## config.mk

```make
export PLATFORM = sky130hd
export DESIGN_NAME = button_conditioner_flat
export DESIGN_NICKNAME = d
export VERILOG_FILES = /design/src/rtl/button_conditioner_if.sv /design/src/rtl/button_conditioner.sv /design/src/flat_wrapper.sv
export SDC_FILE = /design/constraint.sdc
export NUM_CORES = 1
export LEC_CHECK = 0
export CELL_PAD_IN_SITES_DETAIL_PLACEMENT = 1
export CELL_PAD_IN_SITES_GLOBAL_PLACEMENT = 1
export CORE_UTILIZATION = 43
export CTS_CLUSTER_DIAMETER = 100
export CTS_CLUSTER_SIZE = 12
export DETAILED_ROUTE_END_ITERATION = 8
export GPL_TIMING_DRIVEN = 0
export HOLD_SLACK_MARGIN = 0.02
export PLACE_DENSITY_LB_ADDON = 0.2
export SYNTH_ARGS = -nofsm -noshare
export SYNTH_HDL_FRONTEND = slang
export SYNTH_SLANG_ARGS = --single-unit
export TNS_END_PERCENT = 50
```

## constraint.sdc

```tcl
create_clock -name clk -period 2.2 [get_ports clk]
set_clock_uncertainty 0.05 [all_clocks]
set_input_delay 0.44 -clock clk [delete_from_list [all_inputs] [get_ports clk]]
set_output_delay 0.44 -clock clk [all_outputs]
set_load 0.05 [all_outputs]
```

## src/rtl/button_conditioner_if.sv

```systemverilog
// Button conditioner bus: raw push-buttons in, conditioned levels/pulses/event out.
interface button_conditioner_if;
  logic       BTNC;
  logic       BTNU;
  logic       BTND;
  logic       BTNR;
  logic       BTNL;
  logic [4:0] held;      // {C,U,D,L,R}
  logic [4:0] press;     // {C,U,D,L,R}
  logic       evtValid;
  logic [2:0] evtCode;

  // board/driver side
  modport master (
    output BTNC, BTNU, BTND, BTNR, BTNL,
    input  held, press, evtValid, evtCode
  );

  // conditioner side
  modport slave (
    input  BTNC, BTNU, BTND, BTNR, BTNL,
    output held, press, evtValid, evtCode
  );
endinterface

```

## src/rtl/button_conditioner.sv

```systemverilog
// Push-button conditioner: per-button sync + debounce + press detect, hold-to-repeat
// on direction buttons, and a registered priority event code for the game FSM.

// One button: 2-flop sync, debounce counter, optional IDLE/DELAY/REPEAT auto-repeat.
module button_lane #(
  parameter int DEBOUNCE_CYCLES = 16,
  parameter int REPEAT_DELAY    = 64,
  parameter int REPEAT_RATE     = 16,
  parameter bit RPT             = 1'b1,
  parameter int CNT_W           = 16
) (
  input  logic clk,
  input  logic reset,
  input  logic raw,
  output logic level,
  output logic press
);
  typedef enum logic [1:0] {IDLE, DELAY, REPEAT} rpt_state_t;

  localparam logic [CNT_W-1:0] DB_LAST  = CNT_W'(DEBOUNCE_CYCLES - 1);
  localparam logic [CNT_W-1:0] DLY_LAST = CNT_W'(REPEAT_DELAY - 1);
  localparam logic [CNT_W-1:0] RT_LAST  = CNT_W'(REPEAT_RATE - 1);

  logic             s1, s2;
  logic [CNT_W-1:0] db_cnt;
  logic [CNT_W-1:0] rpt_cnt, rpt_cnt_nxt;
  rpt_state_t       state, state_nxt;
  logic             flip, rise, fall, rpt_pulse;

  // level flips on this edge; rise/fall are the edges the debounced level changes
  assign flip = (s2 != level) && (db_cnt == DB_LAST);
  assign rise = flip & s2;
  assign fall = flip & ~s2;

  // two-flop synchroniser for the asynchronous button
  always_ff @(posedge clk) begin
    if (reset) begin
      s1 <= 1'b0;
      s2 <= 1'b0;
    end else begin
      s1 <= raw;
      s2 <= s1;
    end
  end

  // debounce: level follows s2 only after it has differed for DEBOUNCE_CYCLES edges
  always_ff @(posedge clk) begin
    if (reset) begin
      level  <= 1'b0;
      db_cnt <= '0;
    end else if (s2 == level) begin
      db_cnt <= '0;
    end else if (flip) begin
      level  <= s2;
      db_cnt <= '0;
    end else begin
      db_cnt <= db_cnt + 1'b1;
    end
  end

  // repeat FSM state register
  always_ff @(posedge clk) begin
    if (reset) begin
      state   <= IDLE;
      rpt_cnt <= '0;
    end else begin
      state   <= state_nxt;
      rpt_cnt <= rpt_cnt_nxt;
    end
  end

  // repeat FSM next state; a release edge wins over a due repeat pulse
  always_comb begin
    state_nxt   = state;
    rpt_cnt_nxt = rpt_cnt;
    rpt_pulse   = 1'b0;
    if (fall) begin
      state_nxt   = IDLE;
      rpt_cnt_nxt = '0;
    end else begin
      case (state)
        IDLE: begin
          if (rise && RPT) begin
            state_nxt   = DELAY;
            rpt_cnt_nxt = '0;
          end
        end
        DELAY: begin
          if (rpt_cnt == DLY_LAST) begin
            rpt_pulse   = 1'b1;
            rpt_cnt_nxt = '0;
            state_nxt   = REPEAT;
          end else begin
            rpt_cnt_nxt = rpt_cnt + 1'b1;
          end
        end
        REPEAT: begin
          if (rpt_cnt == RT_LAST) begin
            rpt_pulse   = 1'b1;
            rpt_cnt_nxt = '0;
          end else begin
            rpt_cnt_nxt = rpt_cnt + 1'b1;
          end
        end
        default: begin
          state_nxt   = IDLE;
          rpt_cnt_nxt = '0;
        end
      endcase
    end
  end

  // registered one-cycle press: initial rise or auto-repeat
  always_ff @(posedge clk) begin
    if (reset) press <= 1'b0;
    else       press <= rise | rpt_pulse;
  end
endmodule

module button_conditioner #(
  parameter int DEBOUNCE_CYCLES = 16,
  parameter int REPEAT_DELAY    = 64,
  parameter int REPEAT_RATE     = 16,
  parameter int REPEAT_ENABLE   = 1,
  parameter int CNT_W           = 16
) (
  input logic                 clk,
  input logic                 reset,
  button_conditioner_if.slave bus
);
  localparam int NUM_BTN = 5;

  logic [NUM_BTN-1:0] raw;
  logic [NUM_BTN-1:0] level;
  logic [NUM_BTN-1:0] press;
  logic [2:0]         code_nxt;

  // bit order {C,U,D,L,R}; bit 4 (centre) never repeats
  assign raw = {bus.BTNC, bus.BTNU, bus.BTND, bus.BTNL, bus.BTNR};

  for (genvar i = 0; i < NUM_BTN; i++) begin : g_lane
    localparam bit RPT = (REPEAT_ENABLE != 0) && (i != NUM_BTN - 1);
    button_lane #(
      .DEBOUNCE_CYCLES(DEBOUNCE_CYCLES),
      .REPEAT_DELAY   (REPEAT_DELAY),
      .REPEAT_RATE    (REPEAT_RATE),
      .RPT            (RPT),
      .CNT_W          (CNT_W)
    ) u_lane (
      .clk  (clk),
      .reset(reset),
      .raw  (raw[i]),
      .level(level[i]),
      .press(press[i])
    );
  end

  assign bus.held  = level;
  assign bus.press = press;

  // priority C > U > D > L > R; lower simultaneous presses drop out of the code only
  always_comb begin
    code_nxt = 3'd0;
    if      (press[4]) code_nxt = 3'd1;
    else if (press[3]) code_nxt = 3'd2;
    else if (press[2]) code_nxt = 3'd3;
    else if (press[1]) code_nxt = 3'd4;
    else if (press[0]) code_nxt = 3'd5;
  end

  // event register, one cycle behind press
  always_ff @(posedge clk) begin
    if (reset) begin
      bus.evtValid <= 1'b0;
      bus.evtCode  <= 3'd0;
    end else begin
      bus.evtValid <= |press;
      bus.evtCode  <= code_nxt;
    end
  end
endmodule
```

## src/flat_wrapper.sv

```systemverilog
// flat-port wrapper written by rule: the top's interface ports become plain ports
module button_conditioner_flat 
#(
  parameter int DEBOUNCE_CYCLES = 16,
  parameter int REPEAT_DELAY    = 64,
  parameter int REPEAT_RATE     = 16,
  parameter int REPEAT_ENABLE   = 1,
  parameter int CNT_W           = 16
)
  (clk, reset, bus_BTNC, bus_BTNU, bus_BTND, bus_BTNR, bus_BTNL, bus_held, bus_press, bus_evtValid, bus_evtCode);
  button_conditioner_if bus_i ();
  input logic clk;
  input logic reset;
  input wire logic [$bits(bus_i.BTNC)-1:0] bus_BTNC;
  input wire logic [$bits(bus_i.BTNU)-1:0] bus_BTNU;
  input wire logic [$bits(bus_i.BTND)-1:0] bus_BTND;
  input wire logic [$bits(bus_i.BTNR)-1:0] bus_BTNR;
  input wire logic [$bits(bus_i.BTNL)-1:0] bus_BTNL;
  output wire logic [$bits(bus_i.held)-1:0] bus_held;
  output wire logic [$bits(bus_i.press)-1:0] bus_press;
  output wire logic [$bits(bus_i.evtValid)-1:0] bus_evtValid;
  output wire logic [$bits(bus_i.evtCode)-1:0] bus_evtCode;
  assign bus_i.BTNC = bus_BTNC;
  assign bus_i.BTNU = bus_BTNU;
  assign bus_i.BTND = bus_BTND;
  assign bus_i.BTNR = bus_BTNR;
  assign bus_i.BTNL = bus_BTNL;
  assign bus_held = bus_i.held;
  assign bus_press = bus_i.press;
  assign bus_evtValid = bus_i.evtValid;
  assign bus_evtCode = bus_i.evtCode;
  button_conditioner #(.DEBOUNCE_CYCLES(DEBOUNCE_CYCLES), .REPEAT_DELAY(REPEAT_DELAY), .REPEAT_RATE(REPEAT_RATE), .REPEAT_ENABLE(REPEAT_ENABLE), .CNT_W(CNT_W)) u_core (.clk(clk), .reset(reset), .bus(bus_i));
endmodule
```

After elaboration in Yosys (flattened, before gate mapping)
Index checks and enable logic that the tools add are counted.
- bits in registers: 194
- bits of input ports: 7
- output and inout port bits: 14
- add/subtract/negate cells: 10
- equal/unequal tests: 44
- multiplexer cells: 58
- bitwise logic cells: 30
- reductions and logical operators: 34
- operator list (operator ; count):
    16-bit one-hot mux with 3 select lines ; 5
    16-bit 2-to-1 mux ; 14
    16-bit by 1-bit adder with 16-bit output (second input constant) ; 10
    16-bit by 4-bit == test with 1-bit output (second input constant) ; 10
    16-bit by 6-bit == test with 1-bit output (second input constant) ; 5
    2-bit one-hot mux with 3 select lines ; 4
    2-bit 2-to-1 mux ; 11
    2-bit inequality test (second input constant) ; 9
    1-bit 2-to-1 mux ; 16
    1-bit NOT ; 15
    3-bit OR reduction ; 5
    2-bit OR reduction ; 7
    2-bit AND reduction ; 6
    3-bit AND reduction ; 4
    1-bit bitwise AND ; 10
    2-bit by 1-bit == test with 1-bit output (second input constant) ; 5
    2-bit == test (second input constant) ; 5
    2-bit logical NOT ; 5
    1-bit one-hot mux with 2 select lines ; 5
    3-bit 2-to-1 mux ; 2
    1-bit == test ; 5
    1-bit logical AND ; 5
    1-bit inequality test ; 5
    1-bit bitwise OR ; 5
    other kinds (3) ; 3

Longest topological paths before layout
Gate-level depths: netlist of the first run.
- depth in word-level cells: 5
- gate-level depth with buffers: 9

Cells and area by module
Synthesis of the first run repeated with hierarchy kept, for this count alone.
- cell total of the unflattened synthesis: 970
- area, all modules: 8475.6 um^2
- by module, submodules not included (module ; times used ; cells each ; area each (um^2) ; sequential area each (um^2)):
    button_lane (u_core.g_lane[0].u_lane ...) ; 3 ; 212 ; 1820.5 ; 760.7
    button_lane (u_core.g_lane[1].u_lane) ; 1 ; 230 ; 2033.2 ; 760.7
    button_lane (u_core.g_lane[4].u_lane) ; 1 ; 91 ; 842.1 ; 400.4
    button_conditioner ; 1 ; 13 ; 138.9 ; 80.1

Worst setup path after synthesis of the first run
OpenSTA, ideal clock, no wires.
- path type: flip-flop to flip-flop
- from: register u_core.g_lane[4].u_lane.db_cnt[0]
- to: register u_core.g_lane[4].u_lane.db_cnt[13]
- arrival time: 2099 ps
- setup slack: -66 ps
- cell stages (with the launch flop): 9
- clock period less this slack: 2266 ps
- cell sequence: dfxtp_1 ha_1 nand3_1 or4_1 nor4_1 or3_1 clkbuf_1 buf_2 nor2_1
- longest elaborated chain between the ends: 3
- elaborated cells on any way between the ends: 4
- ends and longest elaborated chain (element ; RTL line ; text):
    start, declared ; button_conditioner.sv:25 ; logic [CNT_W-1:0] db_cnt;
    start signal, assigned ; button_conditioner.sv:57 ; db_cnt <= db_cnt + 1'b1;
    branches (longest 3 deep; another with 16-bit by 1-bit adder with 16-bit output) ; n/a ;
Several ways; the timed one is not identified.
A chain may end at the register's enable or synchronous reset.

Worst setup path after layout of the first run
- from: register u_core.g_lane[2].u_lane.db_cnt[12]
- to: register u_core.g_lane[2].u_lane.rpt_cnt[3]
- longest elaborated chain between the ends: 4
- elaborated cells on any way between the ends: 6
- ends and longest elaborated chain (element ; RTL line ; text):
    start, declared ; button_conditioner.sv:25 ;
    start signal, assigned ; button_conditioner.sv:57 ;
    16-bit by 4-bit == test with 1-bit output * ; button_conditioner.sv:31 ; assign flip = (s2 != level) && (db_cnt == DB_LAST);
    1-bit logical AND * ; button_conditioner.sv:31 ;
    1-bit bitwise AND, on equally long branches ; button_conditioner.sv:32, button_conditioner.sv:33 ;
    2-bit inequality test (no line) / 2-bit OR reduction (equally long branches) ; n/a ;
    end signal, assigned ; button_conditioner.sv:68 ; rpt_cnt <= rpt_cnt_nxt;
    end, declared ; button_conditioner.sv:26 ; logic [CNT_W-1:0] rpt_cnt, rpt_cnt_nxt;
Every way passes the cells marked *; elsewhere a longest branch is shown, timed or not.

==> flow_summary.json, run 1 <==
{
  "clockBufferDepth": 2,
  "max-slew-margin-rel_pct": 54.79,
  "cts_tree": "built",
  "crit_required_ns": 2.47,
  "wire_per_inst_um": 15.68,
  "ys_seq_area_share_pct": 43.72,
  "fin_crit_ns": 2.353,
  "cts_root_buf": "clkbuf_16",
  "clkPwrFrac_pct": 45.2,
  "synth_seq_cells": 176,
  "cts-buffers-inserted": 17,
  "ir_drop_v": 0.0005689,
  "synth.distinct_cells": 58,
  "ys.flop_type": "dfxtp_1",
  "drt.antenna.violating_nets": 0,
  "synth_largest_area_cell": "dfxtp_1",
  "drc": 0,
  "swShare_pct": 24.16,
  "syn_area_um2": 8059,
  "die_h_um": 138.9,
  "rsz0062_at_grt": "true",
  "violations": "setup timing",
  "pre_cts_ws_ns": -0.5837,
  "grtUsageTotal_pct": 20.59,
  "grt_pass1_wl_um": 32550,
  "clock-sinks": 176,
  "cap_violations": 0,
  "rows": 49,
  "p_int_mw": 4.803,
  "finalCritPeriodShare_pct": 107.0,
  "crit_arrival_ns": 2.63,
  "hold_path.class": "reg -> reg",
  "portBuffers": 20,
  "start_util_pct": 44.41,
  "holdBufCountCts": 0,
  "drtPass1Iterations": 4,
  "layout_setup_ws_ns": -0.1532,
  "drt_iter0_drc": 226,
  "syn_inst": 918,
  "synth.avg_cell_area_um2": 8.779,
  "seqPwrFrac_pct": 50.8,
  "grt_max_degree": 17,
  "finalMaxSlewViolations": 0,
  "crit_fanout": 6,
  "clock_latency_ns": 0.43,
  "async_flop_share_pct": 0,
  "syn2layout_area_growth_pct": 23.54,
  "synth_top_area_share_pct": 43.72,
  "yosysMostFrequentCell": "dfxtp_1",
  "num_antenna_cells": 0,
  "viasPerCell": 5.398,
  "drive_gt1_share_pct": 18.08,
  "final_util_pct": 54.86,
  "tightestPinTransition_ns": 0.6782,
  "p_per_area_nw_per_um2": 636.1,
  "syn_nets": 950,
  "core_area_um2": 18150,
  "final.setup.tns_ns": -1.392,
  "report.final.hold_viol_count": 0,
  "crit_type": "reg -> reg",
  "combPwrFrac_pct": 4.0,
  "hpwlAfterDp_um": 12230,
  "nets": 1020,
  "grt-ovfl-total": 0,
  "grt_pass1_vias": 6813,
  "yosys_warnings": 0,
  "vias": 6639,
  "routed_wirelength_um": 19290,
  "clk_pin_slew_ns": 0.07,
  "setup_violations": 17,
  "synthTopCellsByCount": "dfxtp_1 (176), nor2_1 (172), xor2_1 (68)",
  "status": "complete, but fails checks",
  "critPathLaunchType": "flip-flop",
  "die-area_um2": 19290,
  "fill_cells": 2063,
  "synth_edf_count": 0,
  "synthTopCellsByArea": "dfxtp_1 (44%), nor2_1 (8.0%), xor2_1 (7.4%)",
  "die_w_um": 138.9,
  "antenna_found_initial": 0,
  "fmax_ghz": 0.4250,
  "finalPower_mw": 6.333,
  "leakage_nw": 3.683,
  "gp_congestion": 0.7405,
  "total_switching_power_mw": 1.530,
  "htreeDepth": 4,
  "end_kind": "flip-flop",
  "io-pin-count": 21
}
path summary, 6_finish.rpt:
path	to	slack [ns]	cells past startpoint	startpoint
max	u_core.g_lane[2].u_lane.rpt_cnt[3]	-0.15	8	u_core.g_lane[2].u_lane.db_cnt[12]
min	u_core.g_lane[3].u_lane.db_cnt[0]	0.38	1	u_core.g_lane[3].u_lane.db_cnt[0]
max reg2reg	u_core.g_lane[2].u_lane.rpt_cnt[3]	-0.15	8	u_core.g_lane[2].u_lane.db_cnt[12]
min reg2reg	u_core.g_lane[3].u_lane.db_cnt[0]	0.38	1	u_core.g_lane[3].u_lane.db_cnt[0]
layout by cell type, fill, tap and decap left out, types with 7 or more instances in the layout:
cell type,count
nor2_1,169
a21oi_1,13
nor4_1,14
clkdlybuf4s50_1,10
clkbuf_1,8
and2_1,7
nand2_1,59
inv_1,22
nor3_4,7
ha_1,21
clkbuf_16,19
nand4_1,37
mux2i_1,8
buf_6,8
xor2_1,68
and3_1,26
nor3_1,16
dfxtp_2,10
xnor2_1,57
buf_4,48
and4_1,8
dfxtp_1,166
nor4_4,11
nor2b_1,11
nand3_1,50
registers in the layout, indices dropped and copies added, names as in the netlist:
signal	count
u_core.bus.evtValid	1
u_core.bus.evtCode	3
u_core.g_lane.u_lane.s2	5
u_core.g_lane.u_lane.state	8
u_core.g_lane.u_lane.press	5
u_core.g_lane.u_lane.s1	5
u_core.g_lane.u_lane.db_cnt	80
u_core.g_lane.u_lane.level	5
u_core.g_lane.u_lane.rpt_cnt	64
layout make-up:
type	count	area [µm²]	share of cell area, %
multi-input cells	685	4766	47.87
repair buffers	55	491.7	4.939
inverters	22	82.58	0.8295
clock buffers	19	442.9	4.449
clock inverters	13	103.9	1.043
plain buffers	31	246.5	2.476
well taps	229	286.5	2.878
flip-flops and latches	176	3536	35.52
what timing repair did:
action,4_1_cts,5_1_grt
cloned,2,3
gates resized for setup,88,53
buffers inserted,19,11
pin swaps,18,22
setup endpoints to repair,138,101
power by group through the flow:
| stage | combinational, mW | sequential, mW | clock, mW |
|---|---|---|---|
| after detailed placement | 0.184 | 3.29 | 0 |
| after global placement | 0.182 | 3.29 | 0 |
| after global routing | 0.276 | 3.22 | 3.05 |
| final | 0.251 | 3.22 | 2.86 |
| after CTS | 0.216 | 3.22 | 2.93 |
| after floorplan | 0.123 | 3.29 | 0 |
through the flow:
step	cell area (µm²)	instances	hold slack (ns)
finish	9956	1230	0.3848
global route	9956	1230	0.3936
CTS	9595	1217	0.3864
detailed placement	8553	1167	0.3747
global placement	8553	1167	0.3667
floorplan	8066	918	0.3638
worst max-delay path, cell delays in order (launching register included):
cell,delay [ns]
dfxtp_2,0.33
or4_1,0.52
or3_4,0.36
o31a_1,0.30
buf_6,0.17
buf_4,0.14
nor3b_2,0.17
xnor2_1,0.15
nor2_1,0.06
metal layers:
layer / track usage (%) / part of all wire, % / vias up
met2: 34.64 / 49 / 60
met1: 26.59 / 48 / 3263
met3: 3.660 / 2.1 / 14
li1: - / - / 3302
met4: 7.018 / 1.1 / 0
met5: 0 / 0 / -
kinds of logic (layout without fill, tap and decap cells):
kind of cell	count (synthesis)	in the layout	share of synthesized area, %
simple gates	471	471	29.67
flops	176	176	43.72
xor+xnor	126	126	13.69
buf+inv	57	140	3.493
compound gates	55	55	4.549
fa+ha+maj	25	25	3.881
mux	8	8	0.9937
Note: power is estimated with default switching activity, not from simulation.
==> run 2, diff against run 1 <==
--- a/config.mk
+++ b/config.mk
@@ -13,8 +13,9 @@
 export DETAILED_ROUTE_END_ITERATION = 8
 export GPL_TIMING_DRIVEN = 0
 export HOLD_SLACK_MARGIN = 0.02
-export PLACE_DENSITY_LB_ADDON = 0.2
+export PLACE_DENSITY_LB_ADDON = 0.1
 export SYNTH_ARGS = -nofsm -noshare
 export SYNTH_HDL_FRONTEND = slang
+export SYNTH_HIERARCHICAL = 1
 export SYNTH_SLANG_ARGS = --single-unit
 export TNS_END_PERCENT = 50
==> run 2 against run 1 <==
  * The run still ends with setup timing left
  * Cell area increased by 8.6%
  * Cell count increased by 7.1%
  * Synthesized cell count increased by 5.7%
  * Combinational power increased by 37%
  * Via count increased by 8.8%
  * Count of clock-buffer cells in the layout increased by 1
  * Critical path type unchanged
  * Largest cell class unchanged
  * Largest power group is now clock
==> flow_summary.json, run 2 <==
{
  "status": "complete, but fails checks",
  "violations": "setup timing",
  "min_path_cells": 1,
  "finalMaxSlewViolations": 0,
  "num_antenna_cells": 0,
  "p_per_area_nw_per_um2": 636.7,
  "synth_top_area_share_pct": 41.57,
  "grt_pass1_vias": 7029,
  "rows": 50,
  "wire_per_inst_um": 16.29,
  "drive_gt1_share_pct": 21.85,
  "start_util_pct": 44.57,
  "layout_setup_ws_ns": -0.2027,
  "seqPwrFrac_pct": 46.9,
  "yosys_warnings": 6,
  "fin_crit_ns": 2.403,
  "regArea_um2": 3548,
  "finalCritPeriodShare_pct": 109.2,
  "syn_inst": 970,
  "mostFrequentLayoutCell": "dfxtp_1",
  "drt_iter0_drc": 269,
  "layout_common_cells": "dfxtp_1 (164), nor2_1 (129), nand2_1 (75)",
  "hpwlAfterDp_um": 13210,
  "syn_nets": 1002,
  "final_util_pct": 56.83,
  "grtUsageTotal_pct": 21.08,
  "viasPerCell": 5.485,
  "clk_pin_slew_ns": 0.06,
  "synthTopCellsByCount": "dfxtp_1 (176), nor2_1 (144), nand2_1 (81)",
  "clock-sinks": 176,
  "drt.antenna.violating_nets": 0,
  "drc": 0,
  "largest_reg_flops": 80,
  "p_int_mw": 5.407,
  "leakage_nw": 3.829,
  "fill_cells": 2179,
  "vias": 7224,
  "setup_violations": 66,
  "antenna_found_initial": 0,
  "tightestPinTransition_ns": 0.8052,
  "htreeDepth": 4,
  "clock_latency_ns": 0.43,
  "portBuffers": 20,
  "rsz0062_at_grt": "true",
  "synthTopCellsByArea": "dfxtp_1 (42%), nor2_1 (6.4%), xor2_1 (6.1%)",
  "max-slew-margin-rel_pct": 46.32,
  "die_w_um": 142.4,
  "drtPass1Iterations": 4,
  "cts-buffers-inserted": 17,
  "grt_max_degree": 28,
  "async_flop_share_pct": 0,
  "grt_pass1_wl_um": 34180,
  "synth.distinct_cells": 59,
  "die_h_um": 142.4,
  "crit_arrival_ns": 2.72,
  "grt-ovfl-total": 0,
  "ys_seq_area_share_pct": 41.57,
  "synth_largest_area_cell": "dfxtp_1",
  "core_area_um2": 19020,
  "cts_root_buf": "clkbuf_16",
  "ff2ff_setup_slack_ns": -0.20,
  "whs_endpoint": "u_core/g_lane[0].u_lane/db_cnt[0]",
  "end_kind": "flip-flop",
  "syn2layout_area_growth_pct": 27.52,
  "synth.avg_cell_area_um2": 8.738,
  "fmax_ghz": 0.4162,
  "report.final.hold_viol_count": 0,
  "hold_path.class": "reg -> reg",
  "r2r-end": "u_core/g_lane[2].u_lane/rpt_cnt[15]",
  "hp-start": "u_core/g_lane[0].u_lane/db_cnt[0]",
  "ir_drop_v": 0.0004841,
  "multi_input_area_um2": 5308,
  "io-pin-count": 21,
  "crit_type": "reg -> reg",
  "reg2reg_from": "u_core/g_lane[2].u_lane/db_cnt[6]",
  "hold-worst-slack_ns": 0.3860,
  "die-area_um2": 20280,
  "crit_fanout": 6,
  "synth_edf_count": 0,
  "ys.flop_type": "dfxtp_1",
  "clockBufferDepth": 2,
  "synth_seq_cells": 176,
  "combPwrFrac_pct": 5.0,
  "clkPwrFrac_pct": 48.1,
  "biggestRegsByFlops": "u_core/g_lane.u_lane/db_cnt x80, u_core/g_lane.u_lane/rpt_cnt x64, u_core/g_lane.u_lane/state x8",
  "swShare_pct": 21.42,
  "total_switching_power_mw": 1.474,
  "routed_wirelength_um": 21460,
  "yosysMostFrequentCell": "dfxtp_1",
  "critPathLaunchType": "flip-flop",
  "nets": 1077,
  "crit_required_ns": 2.52,
  "r2r_cells": 7,
  "gp_congestion": 0.7419,
  "cts_tree": "built",
  "largest_register": "u_core/g_lane.u_lane/db_cnt",
  "cap_violations": 0,
  "syn_area_um2": 8476
}
-- run 2: changes by cell type after synthesis, sizes merged, moves of 8 or more --
cell	previous run	this run
or3	9	18
xnor2	58	38
o31ai	4	13
o2111ai	0	8
inv	22	40
nor2	176	145
or4	7	21
nand4	37	28
xor2	68	59
a21oi	14	32
a211o	1	12
nand2	60	82
-- run 2: kinds of logic (layout without fill, tap and decap cells) --
kind of cell / Yosys count / in the layout / share of synthesized area [%]
AND/OR/NAND/NOR: 458 / 458 / 27.61
flip-flops: 176 / 176 / 41.57
AO/OA/AOI/OAI: 137 / 139 / 12.61
XOR/XNOR: 97 / 97 / 10.02
buffers and inverters: 69 / 154 / 3.558
adder cells (fa/ha/maj): 25 / 25 / 3.691
multiplexers: 8 / 8 / 0.9448
-- run 2: power by group through the flow --
stage,clock network [mW],logic (mW),registers (mW)
global route,3.53,0.376,3.23
floorplan,0,0.193,3.30
global placement,0,0.277,3.30
detailed placement,0,0.284,3.30
CTS,3.40,0.333,3.23
finish,3.31,0.343,3.23
-- run 2: per-layer routing --
metal | global-route usage, % | share of wire (%)
met2 | 36.95 | 50
met4 | 6.621 | 1.1
met3 | 3.701 | 2.1
met5 | 0 | 0
met1 | 26.13 | 47
-- run 2: worst max-delay path: stages (launching register included) --
cell,delay [ns]
dfxtp_4,0.34
or4_4,0.52
or3_4,0.44
or2_4,0.27
a21o_1,0.21
buf_6,0.15
o41ai_2,0.19
o31a_1,0.17
-- run 2: how the worst max path moves through the flow --
stage	from	to	slack, ns
6_report	u_core/g_lane[2].u_lane/db_cnt[6]	u_core/g_lane[2].u_lane/rpt_cnt[15]	-0.20
5_1_grt	u_core/g_lane[0].u_lane/db_cnt[13]	u_core/g_lane[0].u_lane/rpt_cnt[5]	-0.29
4_1_cts	u_core/g_lane[0].u_lane/db_cnt[6]	u_core/g_lane[0].u_lane/rpt_cnt[15]	-0.25
3_5_place_dp	reset	u_core/g_lane[1].u_lane/rpt_cnt[2]	-0.90
3_3_place_gp	reset	u_core/g_lane[1].u_lane/rpt_cnt[2]	-0.86
2_1_floorplan	u_core/g_lane[0].u_lane/db_cnt[6]	u_core/g_lane[0].u_lane/rpt_cnt[15]	-0.09
-- run 2: repair_timing --
| item | in CTS | in global routing |
|---|---|---|
| hold buffers | 0 | 0 |
| setup buffers | 22 | 13 |
| resized for setup | 78 | 101 |
| pin swaps | 38 | 41 |
| cloned | 3 | 5 |
| setup endpoints to repair | 141 | 130 |
-- run 2: stage by stage --
stage / TNS (ns) / std cells / cell area, µm² / power (mW) / worst slack (ns)
5_1_grt: -11.52 / 1317 / 10810 / 7.134 / -0.2862
4_1_cts: -8.715 / 1302 / 10310 / 6.957 / -0.2498
2_1_floorplan: -3.086 / 970 / 8633 / 3.490 / -0.09259
3_5_place_dp: -80.26 / 1250 / 9159 / 3.588 / -0.9037
3_3_place_gp: -75.85 / 1250 / 9159 / 3.580 / -0.8567
6_report: -5.739 / 1317 / 10810 / 6.881 / -0.2027
-- run 2: layout make-up --
class / instances / share of cell area (%)
Buffer: 22 / 2.061
Clock buffer: 20 / 4.226
Clock inverter: 11 / 1.725
Inverter: 40 / 1.389
Multi-Input combinational cell: 727 / 49.11
Sequential cell: 176 / 32.83
Tap cell: 260 / 3.010
Timing Repair Buffer: 61 / 5.649
==> run 3, diff against run 2 <==
--- a/config.mk
+++ b/config.mk
@@ -7,7 +7,8 @@
 export LEC_CHECK = 0
 export CELL_PAD_IN_SITES_DETAIL_PLACEMENT = 1
 export CELL_PAD_IN_SITES_GLOBAL_PLACEMENT = 1
-export CORE_UTILIZATION = 43
+export CORE_UTILIZATION = 45
+export CTS_BUF_LIST = sky130_fd_sc_hd__clkbuf_4 sky130_fd_sc_hd__clkbuf_8
 export CTS_CLUSTER_DIAMETER = 100
 export CTS_CLUSTER_SIZE = 12
 export DETAILED_ROUTE_END_ITERATION = 8
==> run 3 against run 2 <==
  * The run still ends with setup timing left
  * Setup slack improved by 0.028 ns
  * Critical path depth increased by 1
  * Worst hold slack improved by 0.0051 ns
  * Core utilization increased by 1.8 points
  * Non-clock buffer count increased by 19
  * Clock power decreased by 21%
  * Sequential share of layout area increased by 0.46 points
  * Combinational power about the same
  * Count of clock-buffer cells in the layout decreased by 2
  * Global-route usage increased by 0.82 points
  * Largest cell class unchanged
==> flow_summary.json, run 3 (synthesized netlist as in run 2, its figures left out) <==
{
  "status": "complete, but fails checks",
  "violations": "setup timing",
  "die_w_um": 139.2,
  "start_util_pct": 46.55,
  "syn2layout_area_growth_pct": 25.88,
  "die_h_um": 139.2,
  "p_per_area_nw_per_um2": 579.9,
  "hold_path.class": "reg -> reg",
  "path_buf_inv": 2,
  "leakage_nw": 3.887,
  "cp_slowest_cell": "or4_1",
  "max-slew-margin-rel_pct": 49.61,
  "crit_fanout": 5,
  "swShare_pct": 23.56,
  "holdBufCountCts": 0,
  "cap_violations": 0,
  "final.setup.tns_ns": -4.434,
  "rsz0062_at_grt": "true",
  "crit_chain": "or4_1 -> or3_1 -> buf_6 -> or2_4 -> a21o_1 -> buf_6 -> o41ai_2 -> o31a_1",
  "largest_reg_flops": 80,
  "critPathLaunchType": "flip-flop",
  "drt.antenna.violating_nets": 0,
  "viasPerCell": 5.556,
  "combPwrFrac_pct": 5.6,
  "die-area_um2": 19390,
  "largest_register": "u_core/g_lane.u_lane/db_cnt",
  "grt_pass1_vias": 7347,
  "tightestPinTransition_ns": 0.7559,
  "p_int_mw": 4.730,
  "drc": 0,
  "grt_pass1_wl_um": 34960,
  "total_switching_power_mw": 1.458,
  "cts_root_buf": "clkbuf_8",
  "grt_max_degree": 27,
  "antenna_found_initial": 0,
  "hpwlAfterDp_um": 13460,
  "ir_drop_v": 0.0004750,
  "worst_path_most_repeated_cell": "buf_6",
  "layout_common_cells": "dfxtp_1 (161), nor2_1 (135), nand2_1 (77)",
  "cts-buffers-inserted": 17,
  "end_kind": "flip-flop",
  "setup_violations": 51,
  "report.final.hold_viol_count": 0,
  "finalMaxSlewViolations": 0,
  "layout_setup_ws_ns": -0.1751,
  "seqPwrFrac_pct": 52.1,
  "num_antenna_cells": 0,
  "fin_crit_ns": 2.375,
  "drtPass1Iterations": 4,
  "clkPwrFrac_pct": 42.3,
  "critPathMaxStageDelay_ns": 0.51,
  "cp_top_family": "simple AND/OR/NAND/NOR gates",
  "drive_gt1_share_pct": 22.21,
  "clk_pin_slew_ns": 0.09,
  "io-pin-count": 21,
  "fmax_ghz": 0.4210,
  "grtUsageTotal_pct": 21.89,
  "wire_per_inst_um": 16.33,
  "cts_tree": "built",
  "portBuffers": 20,
  "crit_arrival_ns": 2.74,
  "finalCritPeriodShare_pct": 108.0,
  "placed_area_um2": 9120,
  "mostFrequentLayoutCell": "dfxtp_1",
  "clock_latency_ns": 0.47,
  "crit_required_ns": 2.56,
  "biggestRegsByFlops": "u_core/g_lane.u_lane/db_cnt x80, u_core/g_lane.u_lane/rpt_cnt x64, u_core/g_lane.u_lane/state x8",
  "grt-ovfl-total": 0,
  "crit_type": "reg -> reg",
  "routed_wirelength_um": 21310,
  "final_area_um2": 10670,
  "htreeDepth": 4,
  "gp_congestion": 0.7260,
  "core_area_um2": 18210,
  "vias": 7250,
  "clock-sinks": 176,
  "clockBufferDepth": 2,
  "drt_iter0_drc": 214,
  "nets": 1095,
  "rows": 49
}
## run 3: cell count changes in the layout (fill, tap and decap cells not counted), sizes merged
cell	change
a21o	-1
buf	+17
clkbuf	+1
clkdlybuf4s15	-1
clkdlybuf4s50	-5
clkinv	-2
dlygate4sd2	+3
dlymetal6s2s	+2
inv	+5
## run 3: stage by stage
stage	worst slack, ns	power, mW	utilization (%)	hold WS (ns)	std cells
2_1_floorplan	-0.09259	3.490	-	0.3638	970
3_3_place_gp	-0.8575	3.577	50.09	0.3656	1219
3_5_place_dp	-0.9606	3.584	50.09	0.3826	1219
4_1_cts	-0.2217	6.247	55.59	0.4085	1281
5_1_grt	-0.2842	6.420	58.59	0.4135	1305
6_report	-0.1751	6.187	58.59	0.3911	1305
## run 3: power by group through the flow
stage          registers [mW]  logic (mW)  clock network [mW]
5_1_grt                  3.23       0.374                2.82
3_5_place_dp             3.30       0.280                   0
2_1_floorplan            3.30       0.193                   0
6_report                 3.23       0.345                2.62
4_1_cts                  3.23       0.326                2.70
3_3_place_gp             3.30       0.274                   0
## run 3: final timing paths
check                                                         from                                   to  slack [ns]  cells after the start
worst min register to register   u_core/g_lane[2].u_lane/db_cnt[0]    u_core/g_lane[2].u_lane/db_cnt[0]        0.39                      1
worst max-delay path            u_core/g_lane[3].u_lane/db_cnt[13]  u_core/g_lane[3].u_lane/rpt_cnt[15]       -0.18                      8
worst max register to register  u_core/g_lane[3].u_lane/db_cnt[13]  u_core/g_lane[3].u_lane/rpt_cnt[15]       -0.18                      8
worst min-delay path             u_core/g_lane[2].u_lane/db_cnt[0]    u_core/g_lane[2].u_lane/db_cnt[0]        0.39                      1
## run 3: layer usage
metal | part of all wire (%) | global-route usage, % | vias to the layer above
met3 | 1.9 | 3.889 | 12
met4 | 0.92 | 6.550 | 0
met5 | 0 | 0 | -
met1 | 47 | 27.49 | 3542
li1 | - | - | 3645
met2 | 50 | 38.14 | 51
## run 3: timing repair
| action | 4_1_cts | 5_1_grt |
|---|---|---|
| setup buffers | 30 | 19 |
| resized for setup | 79 | 86 |
| gates cloned | 3 | 8 |
| setup endpoints to repair | 142 | 132 |
| pin swaps | 40 | 42 |
## run 3: cell type report
cell class | instances | area, µm²
Multi-Input combinational cell | 726 | 5205
Tap cell | 229 | 286.5
Inverter | 40 | 150.1
Fill cell | 2064 | 7540
Sequential cell | 176 | 3552
Buffer | 24 | 249.0
Timing Repair Buffer | 78 | 758.2
Clock inverter | 14 | 226.5
Clock buffer | 18 | 241.5
